**config.mk**
```make
export PLATFORM = sky130hd
export DESIGN_NAME = reciprocal_unit_core
export DESIGN_NICKNAME = d
export VERILOG_FILES = /design/src/rtl/reciprocal_unit_core.sv
export SDC_FILE = /design/constraint.sdc
export NUM_CORES = 1
export LEC_CHECK = 0
export ABC_AREA = 1
export BUFFER_PORTS_ARGS = -buffer_cell sky130_fd_sc_hd__buf_2
export CAP_MARGIN = 20
export CELL_PAD_IN_SITES_DETAIL_PLACEMENT = 0
export CELL_PAD_IN_SITES_GLOBAL_PLACEMENT = 1
export CORE_AREA = 2 2 159 161
export CTS_CLUSTER_SIZE = 16
export DETAILED_ROUTE_END_ITERATION = 12
export DIE_AREA = 0 0 161 163
export GPL_TIMING_DRIVEN = 0
export PLACE_DENSITY_LB_ADDON = 0.25
export SLEW_MARGIN = 20
export SYNTH_ARGS = -nofsm -noshare
export SYNTH_HDL_FRONTEND = slang
export SYNTH_SLANG_ARGS = --single-unit
export TNS_END_PERCENT = 50
```
**constraint.sdc**
```tcl
create_clock -name clk -period 3.9 [get_ports clk]
set_input_delay 0.195 -clock clk [delete_from_list [all_inputs] [get_ports clk]]
set_output_delay 0.195 -clock clk [all_outputs]
set_load 0.02 [all_outputs]
```
**src/rtl/reciprocal_unit_core.sv**
```systemverilog
// Fixed-latency reciprocal: trunc(2^24 / X_in) by a bit-serial restoring divider
// working on |X_in|, with sign restore and symmetric saturation on the way out.
module reciprocal_unit_core #(
  parameter int INPUT_X_WIDTH   = 24,
  parameter int DIVISOR_WIDTH   = 24,
  parameter int QUOTIENT_WIDTH  = 24,
  parameter int FINAL_OUT_WIDTH = 24
) (
  input  logic                              clk,
  input  logic                              rst,
  input  logic signed [INPUT_X_WIDTH-1:0]   X_in,
  input  logic                              valid_in,
  output logic signed [FINAL_OUT_WIDTH-1:0] reciprocal_out,
  output logic                              valid_out
);

  // The dividend 2^QUOTIENT_WIDTH has QUOTIENT_WIDTH+1 bits, one quotient bit each.
  localparam int NUM_ITER = QUOTIENT_WIDTH + 1;
  localparam int CNT_W    = $clog2(NUM_ITER + 1);
  localparam logic [CNT_W-1:0]           LAST_ITER = CNT_W'(NUM_ITER - 1);
  localparam logic [FINAL_OUT_WIDTH-1:0] SAT_MAG   = {1'b0, {(FINAL_OUT_WIDTH-1){1'b1}}};

  typedef enum logic [1:0] {
    IDLE   = 2'd0,
    DIVIDE = 2'd1,
    DONE   = 2'd2
  } state_t;

  state_t                     state_q, state_d;
  logic                       sign_q;
  logic [DIVISOR_WIDTH-1:0]   divisor_q;
  logic [DIVISOR_WIDTH-1:0]   rem_q;
  logic [NUM_ITER-1:0]        quo_q;
  logic [CNT_W-1:0]           count_q;

  logic [INPUT_X_WIDTH-1:0]   x_bits;
  logic [INPUT_X_WIDTH-1:0]   x_mag;
  logic [DIVISOR_WIDTH:0]     rem_shift;
  logic                       rem_ge;
  logic [DIVISOR_WIDTH-1:0]   rem_sub;
  logic                       quo_sat;
  logic [FINAL_OUT_WIDTH-1:0] mag_out;
  logic [FINAL_OUT_WIDTH-1:0] result;

  // NOTE: every combinational output gets a default before the case, so no path
  // leaves a signal unassigned and no latch is inferred.
  always_comb begin
    state_d = state_q;
    unique case (state_q)
      IDLE:    if (valid_in) state_d = DIVIDE;
      DIVIDE:  if (count_q == LAST_ITER) state_d = DONE;
      DONE:    state_d = IDLE;
      default: state_d = IDLE;
    endcase
  end

  always_comb begin
    x_bits = X_in;
    x_mag  = x_bits[INPUT_X_WIDTH-1] ? (~x_bits + {{(INPUT_X_WIDTH-1){1'b0}}, 1'b1}) : x_bits;

    // Only the dividend MSB is set, so the bit shifted in is 1 on the first step only.
    rem_shift = {rem_q, (count_q == '0)};
    rem_ge    = rem_shift >= {1'b0, divisor_q};
    // The difference is below the divisor, so dropping the top bit is exact.
    rem_sub   = rem_shift[DIVISOR_WIDTH-1:0] - divisor_q;

    // A zero divisor yields an all-ones quotient, which lands on +max here.
    quo_sat = quo_q > NUM_ITER'(SAT_MAG);
    mag_out = quo_sat ? SAT_MAG : FINAL_OUT_WIDTH'(quo_q);
    result  = sign_q ? (~mag_out + {{(FINAL_OUT_WIDTH-1){1'b0}}, 1'b1}) : mag_out;
  end

  // NOTE: sequential state uses non-blocking assignments so every register
  // samples the pre-edge values regardless of statement order.
  always_ff @(posedge clk) begin
    if (rst) begin
      state_q        <= IDLE;
      sign_q         <= 1'b0;
      divisor_q      <= '0;
      rem_q          <= '0;
      quo_q          <= '0;
      count_q        <= '0;
      reciprocal_out <= '0;
      valid_out      <= 1'b0;
    end else begin
      state_q   <= state_d;
      valid_out <= 1'b0;
      unique case (state_q)
        IDLE: begin
          if (valid_in) begin
            sign_q    <= x_bits[INPUT_X_WIDTH-1];
            divisor_q <= DIVISOR_WIDTH'(x_mag);
            rem_q     <= '0;
            quo_q     <= '0;
            count_q   <= '0;
          end
        end
        DIVIDE: begin
          rem_q   <= rem_ge ? rem_sub : rem_shift[DIVISOR_WIDTH-1:0];
          quo_q   <= {quo_q[NUM_ITER-2:0], rem_ge};
          count_q <= count_q + CNT_W'(1);
        end
        DONE: begin
          reciprocal_out <= result;
          valid_out      <= 1'b1;
        end
        default: ;
      endcase
    end
  end

endmodule

```
==> out/summary.txt <==
Critical Path, Cell by Cell -> inv_1 -> ha_1 -> nand4_1 -> ha_1 -> fa_1 -> inv_1 -> a21oi_1 -> o21bai_1 -> nand2_1 -> nand2_1 -> nand2_1 -> nand3_1 -> nand3_1 -> a21oi_1
Final Wtd Congestion -> 0.8392
wire length per cell after detailed routing -> 15.31 um
CTS Hold Bufs -> 0
Synth Instances -> 1165
Mapped Nets -> 1221
CP Max Fanout -> 5
clock-pin slew on the worst setup and hold paths -> 0.07 ns
largest net degree at the start of global routing -> 16
Post-synth EDFFs -> 0
area share of the largest cell type after synthesis -> 0.2924
CTS tree -> done
Worst Tran Pin Value -> 0.7086 ns
die width -> 161 um
main area contributors after synthesis -> dfxtp_1 29%, nand2_1 15%, inv_1 11%, nand3_1 6.3%, nor2_1 6.0%
IO buf count -> 51
Post-route DRC -> 0
leakage -> 4.051 nW
crit path DAT -> 3.05 ns
initial antenna violation count -> 0
Ant. Diodes -> 0
most instantiated library cell after synthesis -> nand2_1
via count -> 7285
fin crit period -> 2.766 ns
final WL -> 23900 um
starting density of the core -> 0.2942
Fin Setup TNS -> 0 ns
status -> complete, no violations
max_slew headroom -> 0.5276
Post-synth top cells -> 292 x nand2_1, 205 x inv_1, 116 x nor2_1
CORE AREA -> 24670 um2
Root Buffer -> clkbuf_16
post-route ant nets -> 0
power per cell area -> 454.8 nW/um2
CP Class -> reg2reg
first drt pass iteration count -> 6
clk_lat worst skew -> 0.35 ns
Hold Crit Class -> in2reg
layout cells sized above 1 -> 0.08205
Worst path slowest cell -> fa_1
Max-Cap Viols -> 0
Worst Setup Start Kind -> flip-flop
total track usage -> 0.1884
CP Data Required Time -> 4.18 ns
CP dominant cell by count -> nand2_1
Slew Limit Fails -> 0
Die Y -> 163 um
Yosys warning count -> 0
Crit path largest cell delay -> 0.44 ns
synthesis-stage register bit count -> 106
FP Rows -> 58
crit end category -> flip-flop
dominant synthesized flop cell -> dfxtp_1
die area -> 26240 um2
sequential share of the synthesized area -> 0.2924
total gr overflow -> 0
initial detailed-routing violation count -> 449
CTS resizes -> 0
global-route wire length before repair -> 38760 um
Clock Tree Buf Depth -> 2
Finish-stage setup viols -> 0
Hold Slack -> 0.1585 ns
I/O Pins -> 52
Cell variety after synth -> 46
Layout Skew -> 0.007939 ns
CTS Buf Count -> 9
DP HPWL -> 19300 um
via density per instance -> 4.667
vias in the first global route -> 7197
Nets -> 1283
RSZ-0062 raised after global routing -> false
Mapped Area -> 7258 um2
clock sink count -> 106
area grow syn2layout -> 13.20%
Max Fclk -> 0.3616 GHz
post-CTS setup buffers -> 0
Tcrit/Tclk final -> 0.7092
asr flop ratio synth -> 0
CTS H-Tree Depth -> 3
Hold Fails Final Rpt -> 0
Worst IR Drop VDD -> 189.5 uV
largest area contributor in the netlist -> dfxtp_1
Synth Area per Inst -> 6.230 um2
-- cell families (layout without fill, tap and decap cells) --
| logic type | Yosys count | in the layout | share of synthesized area |
|---|---|---|---|
| simple gates | 575 | 575 | 0.3444 |
| flops | 106 | 106 | 0.2924 |
| fa+ha+maj | 29 | 29 | 0.05103 |
| compound gates | 167 | 167 | 0.1372 |
| buf+inv | 255 | 321 | 0.1351 |
| xor+xnor | 33 | 33 | 0.03982 |
-- critical path: cells and delay by family (launching register included) --
kind	cells	cell delay, ns
AO/OA/AOI/OAI	3	0.54
adder cells (fa/ha/maj)	3	0.91
buffers and inverters	2	0.25
flip-flops	1	0.35
AND/OR/NAND/NOR	6	0.66
-- metrics by stage --
stage,cell area (um2),setup WS [ns],util,instances,total power [W]
after global routing,8217,0.9003,0.3330,1561,0.004058
final,8217,1.134,0.3330,1561,0.003737
after detailed placement,7926,1.118,0.3212,1546,0.002858
after floorplan,7258,1.773,-,1165,0.002401
after global placement,7926,1.137,0.3212,1546,0.002864
after CTS,8217,1.091,0.3330,1561,0.003769
-- state kept, by name (all words and copies together), names as in the netlist --
signal and cells:
count_q 5, quo_q 25, state_q 2, reciprocal_out 24
sign_q 1, rem_q 24, valid_out 1, divisor_q 24
-- metal layers --
layer  routed length [um]  global-route usage  vias up
met5                    0                   0        -
met4                  334             0.04667        0
met3                  647             0.01910       20
met2                10820              0.3088      103
met1                12100              0.2658     3309
li1                     -                   -     3853
-- path summary, 6_finish.rpt --
path | from | end | cells past startpoint | slack [ns]
max | count_q[0] | rem_q[16] | 14 | 1.13
min | X_in[0] | divisor_q[0] | 3 | 0.16
max reg2reg | count_q[0] | rem_q[16] | 14 | 1.13
min reg2reg | rem_q[22] | rem_q[22] | 2 | 0.49
-- final cells by class --
class                   instances  area, um2
fillers                      2794      16460
flip-flops and latches        106       2122
repair buffers                 51      255.2
multi-input cells             804       4155
inverters                     211      792.0
clock inverters                 2      10.01
plain buffers                  44      188.9
clock buffers                  13      280.3
well taps                     330      412.9
-- report_power, final --
part | switching (W) | internal (W) | total (W)
logic | 0.00110 | 0.000539 | 0.00164
registers | 0.0000507 | 0.00115 | 0.00120
clock network | 0.000395 | 0.000498 | 0.000893
-- cell usage in the layout, fill, tap and decap left out, types with 6 or more instances in the layout --
master | netlist | routed
nor3_1 | 11 | 11
nand3_1 | 92 | 92
dfxtp_1 | 106 | 106
o21ai_0 | 48 | 48
a21oi_1 | 68 | 68
nor2_1 | 116 | 116
xnor2_1 | 13 | 13
xor2_1 | 20 | 20
buf_2 | 10 | 61
buf_1 | 9 | 9
ha_1 | 28 | 28
o211ai_1 | 7 | 7
o221ai_1 | 7 | 7
o32ai_1 | 11 | 11
nand2_1 | 292 | 292
inv_1 | 205 | 205
nand4_1 | 42 | 42
clkbuf_16 | 0 | 9
a32o_1 | 6 | 6
clkbuf_1 | 23 | 23
(Power assumes the default switching activity.)
